### config.mk
export PLATFORM = sky130hd
export DESIGN_NAME = digital_phase_shifter_tdc_clk
export DESIGN_NICKNAME = d
export VERILOG_FILES = /design/src/rtl/digital_phase_shifter_tdc_clk.sv
export SDC_FILE = /design/constraint.sdc
export NUM_CORES = 1
export LEC_CHECK = 0
export CAP_MARGIN = 20
export CORE_UTILIZATION = 48
export DETAILED_ROUTE_END_ITERATION = 8
export PLACE_DENSITY = 0.81
export SYNTH_ARGS = -nofsm -noshare
export SYNTH_HDL_FRONTEND = slang
export SYNTH_SLANG_ARGS = --single-unit
### constraint.sdc
create_clock -name clk1280 -period 5.05 [get_ports clk1280]
set_input_delay 1.01 -clock clk1280 [delete_from_list [all_inputs] [get_ports clk1280]]
set_output_delay 1.01 -clock clk1280 [all_outputs]
set_load 0.01 [all_outputs]
### src/rtl/digital_phase_shifter_tdc_clk.sv
// Phase-adjustable 40 MHz clock and masked 320 MHz TDC strobe generator.
// Coarse phase is set in whole clk1280 cycles. Fine phase (half a cycle) comes
// from a negedge re-register of the posedge outputs.
module digital_phase_shifter_tdc_clk (
  input  logic       clk1280,
  input  logic       rstn,
  input  logic       clk40,
  input  logic       enable,
  input  logic [5:0] clockDelay,
  input  logic [7:0] clock320Mask,
  output logic       clk40out,
  output logic       clk320out
);

  localparam int unsigned CntW  = 5;
  localparam int unsigned SlotW = 3;

  logic             s1_q, s2_q, s3_q;
  logic             rise;
  logic [CntW-1:0]  cnt_q, cnt_d;
  logic             locked_q, locked_d;
  logic [CntW-1:0]  phase;
  logic [SlotW-1:0] slot;
  logic             c40, c320;
  logic             r40_q, r40_d;
  logic             r320_q, r320_d;
  logic             n40_q, n320_q;
  logic             sel_q;

  // Detect the clk40 rise, advance the phase counter and decode both clock shapes.
  // Outputs stay gated until the first rise after reset has aligned the counter.
  always_comb begin
    rise     = s2_q & ~s3_q;
    cnt_d    = rise ? '0 : cnt_q + CntW'(1);
    locked_d = locked_q | rise;
    phase    = cnt_q - clockDelay[5:1];
    slot     = phase[CntW-1:2];
    c40      = ~phase[CntW-1];
    c320     = clock320Mask[slot] & ~phase[1];
    r40_d    = c40 & enable & locked_q;
    r320_d   = c320 & enable & locked_q;
  end

  // Synchronizer, phase counter and the posedge output stage.
  // The fine-delay select is also registered here. A change of the select
  // then only swaps between two copies that are equal at that instant.
  always_ff @(posedge clk1280 or negedge rstn) begin
    if (!rstn) begin
      s1_q     <= 1'b0;
      s2_q     <= 1'b0;
      s3_q     <= 1'b0;
      cnt_q    <= '0;
      locked_q <= 1'b0;
      r40_q    <= 1'b0;
      r320_q   <= 1'b0;
      sel_q    <= 1'b0;
    end else begin
      s1_q     <= clk40;
      s2_q     <= s1_q;
      s3_q     <= s2_q;
      cnt_q    <= cnt_d;
      locked_q <= locked_d;
      r40_q    <= r40_d;
      r320_q   <= r320_d;
      sel_q    <= clockDelay[0];
    end
  end

  // Half-cycle delayed copies of the posedge outputs.
  always_ff @(negedge clk1280 or negedge rstn) begin
    if (!rstn) begin
      n40_q  <= 1'b0;
      n320_q <= 1'b0;
    end else begin
      n40_q  <= r40_q;
      n320_q <= r320_q;
    end
  end

  // Fine-delay selection between the posedge copies and the negedge copies.
  assign clk40out  = sel_q ? n40_q  : r40_q;
  assign clk320out = sel_q ? n320_q : r320_q;

endmodule

==> results of run 1 <==
## cells by family (layout without fill, tap and decap cells)
logic type	count (synthesis)	in the layout	share of synthesized area, %
xor gates and xnor gates	7	7	9.982
adders and majority gates	5	5	10.16
and+or+nand+nor	14	14	10.16
muxes	6	6	11.43
AOI/OAI and AO/OA	5	5	5.809
buffers and inverters	3	27	1.633
DFF	14	14	50.82
## registers in the layout, summed over array words and instances (netlist names)
signal    flops
s3_q          1
s1_q          1
cnt_q         5
locked_q      1
r40_q         1
n320_q        1
n40_q         1
r320_q        1
sel_q         1
s2_q          1
## cells in the mapped netlist
cell      instances  area share (%)
nand2_1           1            0.54
dfrtn_1           2             7.3
a31oi_1           1            0.91
nor3b_1           1             1.1
fa_1              1             2.9
a21oi_2           1             1.3
nor2_1            5             2.7
inv_1             3             1.6
or2_2             1            0.91
ha_1              4             7.3
a21o_2            1             1.3
a21o_1            1             1.1
mux4_1            1             3.8
xnor2_2           1             2.4
dfrtp_1          12              44
nor3_1            1            0.73
nor2b_1           2             1.8
nand3_1           2             1.5
nand2b_1          1            0.91
a22o_1            1             1.3
xnor2_1           2             2.5
mux2i_1           3             4.4
xor2_1            4             5.1
mux2_2            2             3.3
## layout by cell type, fill, tap and decap left out
| master | netlist | final |
|---|---|---|
| mux2_2 | 2 | 2 |
| a22o_1 | 1 | 1 |
| fa_1 | 1 | 1 |
| mux4_1 | 1 | 1 |
| dfrtp_1 | 12 | 12 |
| clkbuf_4 | 0 | 3 |
| xor2_1 | 4 | 4 |
| dfrtn_1 | 2 | 2 |
| nand2b_1 | 1 | 1 |
| nor2_1 | 5 | 5 |
| nor3_1 | 1 | 1 |
| nor3b_1 | 1 | 1 |
| mux2i_1 | 3 | 3 |
| a21oi_2 | 1 | 1 |
| nor2b_1 | 2 | 2 |
| clkdlybuf4s50_1 | 0 | 19 |
| ha_1 | 4 | 4 |
| a21o_2 | 1 | 1 |
| or2_2 | 1 | 1 |
| nand2_1 | 1 | 1 |
| buf_4 | 0 | 1 |
| clkbuf_8 | 0 | 1 |
| xnor2_2 | 1 | 1 |
| inv_1 | 3 | 3 |
| a21o_1 | 1 | 1 |
| nand3_1 | 2 | 2 |
| xnor2_1 | 2 | 2 |
| a31oi_1 | 1 | 1 |
## layout make-up
cell class | instances | area (um2)
clock buffers | 4 | 36.28
fillers | 105 | 375.4
inverters | 3 | 11.26
multi-input cells | 37 | 327.8
flip-flops and latches | 14 | 350.3
well taps | 15 | 18.77
repair buffers | 20 | 197.7
## through the flow
step,cell area [um2],instances,hold slack (ns)
after detailed placement,905.9,89,0.3395
after global placement,905.9,89,0.3359
after floorplan,689.4,54,0.3312
final,942.2,93,0.3564
after global routing,942.2,93,0.3661
after CTS,942.2,93,0.3636
## power by group
part	leakage [uW]	internal, uW	switching, uW	total [uW]
sequential	0.000173	135	17.0	152
clock	0.0000210	43.8	34.6	78.5
combinational	0.000247	90.0	64.3	154
## per-layer routing
layer | vias to the layer above | GRT usage, % | part of all wire (%)
met3 | 0 | 8.523 | 6.1
met5 | - | 0 | 0
met2 | 11 | 33.06 | 50
li1 | 233 | - | -
met1 | 221 | 16.43 | 44
met4 | 0 | 5.172 | 0
## critical path, cell delays in order, from the launching register on
cell and delay, ns:
dfrtn_1 0.33, mux2_2 0.25, clkdlybuf4s50_1 0.47
## worst max-delay path by stage
stage / start / to / slack [ns] / cells past startpoint
after floorplan: n320_q / clk320out / 0.93 / 1
after global routing: n320_q / clk320out / 0.13 / 2
final: n320_q / clk320out / 0.18 / 2
after CTS: n320_q / clk320out / 0.17 / 2
after detailed placement: n320_q / clk320out / 0.48 / 2
after global placement: n40_q / clk40out / 0.50 / 2
==> reports/metrics.csv, run 1 <==
metric,value,unit
CP required,4.04,ns
# IOs,20,
leakage power,0.0004412,uW
synthesized cell area,689.4,um2
Place WS,0.4783,ns
DRT iter0 DRCs,6,
DIE WIDTH,39.90,um
HP Class,reg -> reg,
CTS Buf Count,3,
syn_nets,77,
area growth from synthesis to layout,36.66,%
hold path startpoint,s1_q,
# setup viols final,0,
Avg WL per Cell,12.32,um
H-tree depth,1,
Fin. Hold Viols,0,
Cells after Synth,54,
Yosys reg bits,14,
HPWL Detailed,948.7,um
vias in the first global route,468,
worst-margin pin slew,0.4167,ns
All-Layer GR Usage,17.65,%
remaining global-route overflow,0,
outcome,finished clean,
vias,465,
post_cts resized,0,
Reg-to-Reg End,n320_q,
Max Cap Viol,0,
Worst setup EP type,output port,
clk buf depth,2,
max-slew violations,0,
register area share after synthesis,50.82,%
Setup Skew,0.004836,ns
Slew headroom,72.16,%
clk root buf,clkbuf_4,
vias per inst,5.000,
total power,384.4,uW
Initial Util,52.33,%
Final Util,71.51,%
worst min-delay path endpoint,s2_q,
clock insertion delay at the later pin of the skew report,0.28,ns
Clock transition at path regs,0.08,ns
setup tns final,0,ns
CTS tree,yes,
share of post-route cells with drive strength above 1,14.10,%
Die Y,39.90,um
post-route ant nets,0,
RSZ-0062 raised after global routing,false,
Placer Congestion,0.6450,
PD cells,408.0,mW/mm2
total length of routed wires,1.146,mm
DRT Pass-1 Iters,2,
R2R Path Start,r320_q,
number of I/O port buffers,19,
core area,0.001318,mm2
setup slack after layout,0.1834,ns
Peak VDD IR,0.0003320,V
post-synth cell types,24,
CP startpoint kind,register,
antenna violations before repair,0,
global-route wire length before repair,1.766,mm
critical-path maximum fanout,1,
Synth Warn #,0,
worst reg-to-reg setup slack,1.99,ns
Synth Area per Inst,12.77,um2
data arrival time of the critical path,3.86,ns
setup bufs post-CTS,0,
hold_buf cts,0,
ant diodes,0,
largest net degree at the start of global routing,10,
hold depth,0,
Die ar.,0.001592,mm2
Final nets,102,
drt drc,0,
crit path kind,reg -> out,
# rows,13,
Reg2Reg Depth,0,
Clock Sinks,14,
No activity file was read; power rests on OpenSTA's default activity.
==> run 2: changes to the inputs <==
--- a/config.mk
+++ b/config.mk
@@ -7,6 +7,7 @@
 export LEC_CHECK = 0
 export CAP_MARGIN = 20
 export CORE_UTILIZATION = 48
+export CTS_CLUSTER_SIZE = 10
 export DETAILED_ROUTE_END_ITERATION = 8
 export PLACE_DENSITY = 0.81
 export SYNTH_ARGS = -nofsm -noshare
==> results of run 2 <==
Same layout as run 1: the final DEF is identical, and so are final timing and power.
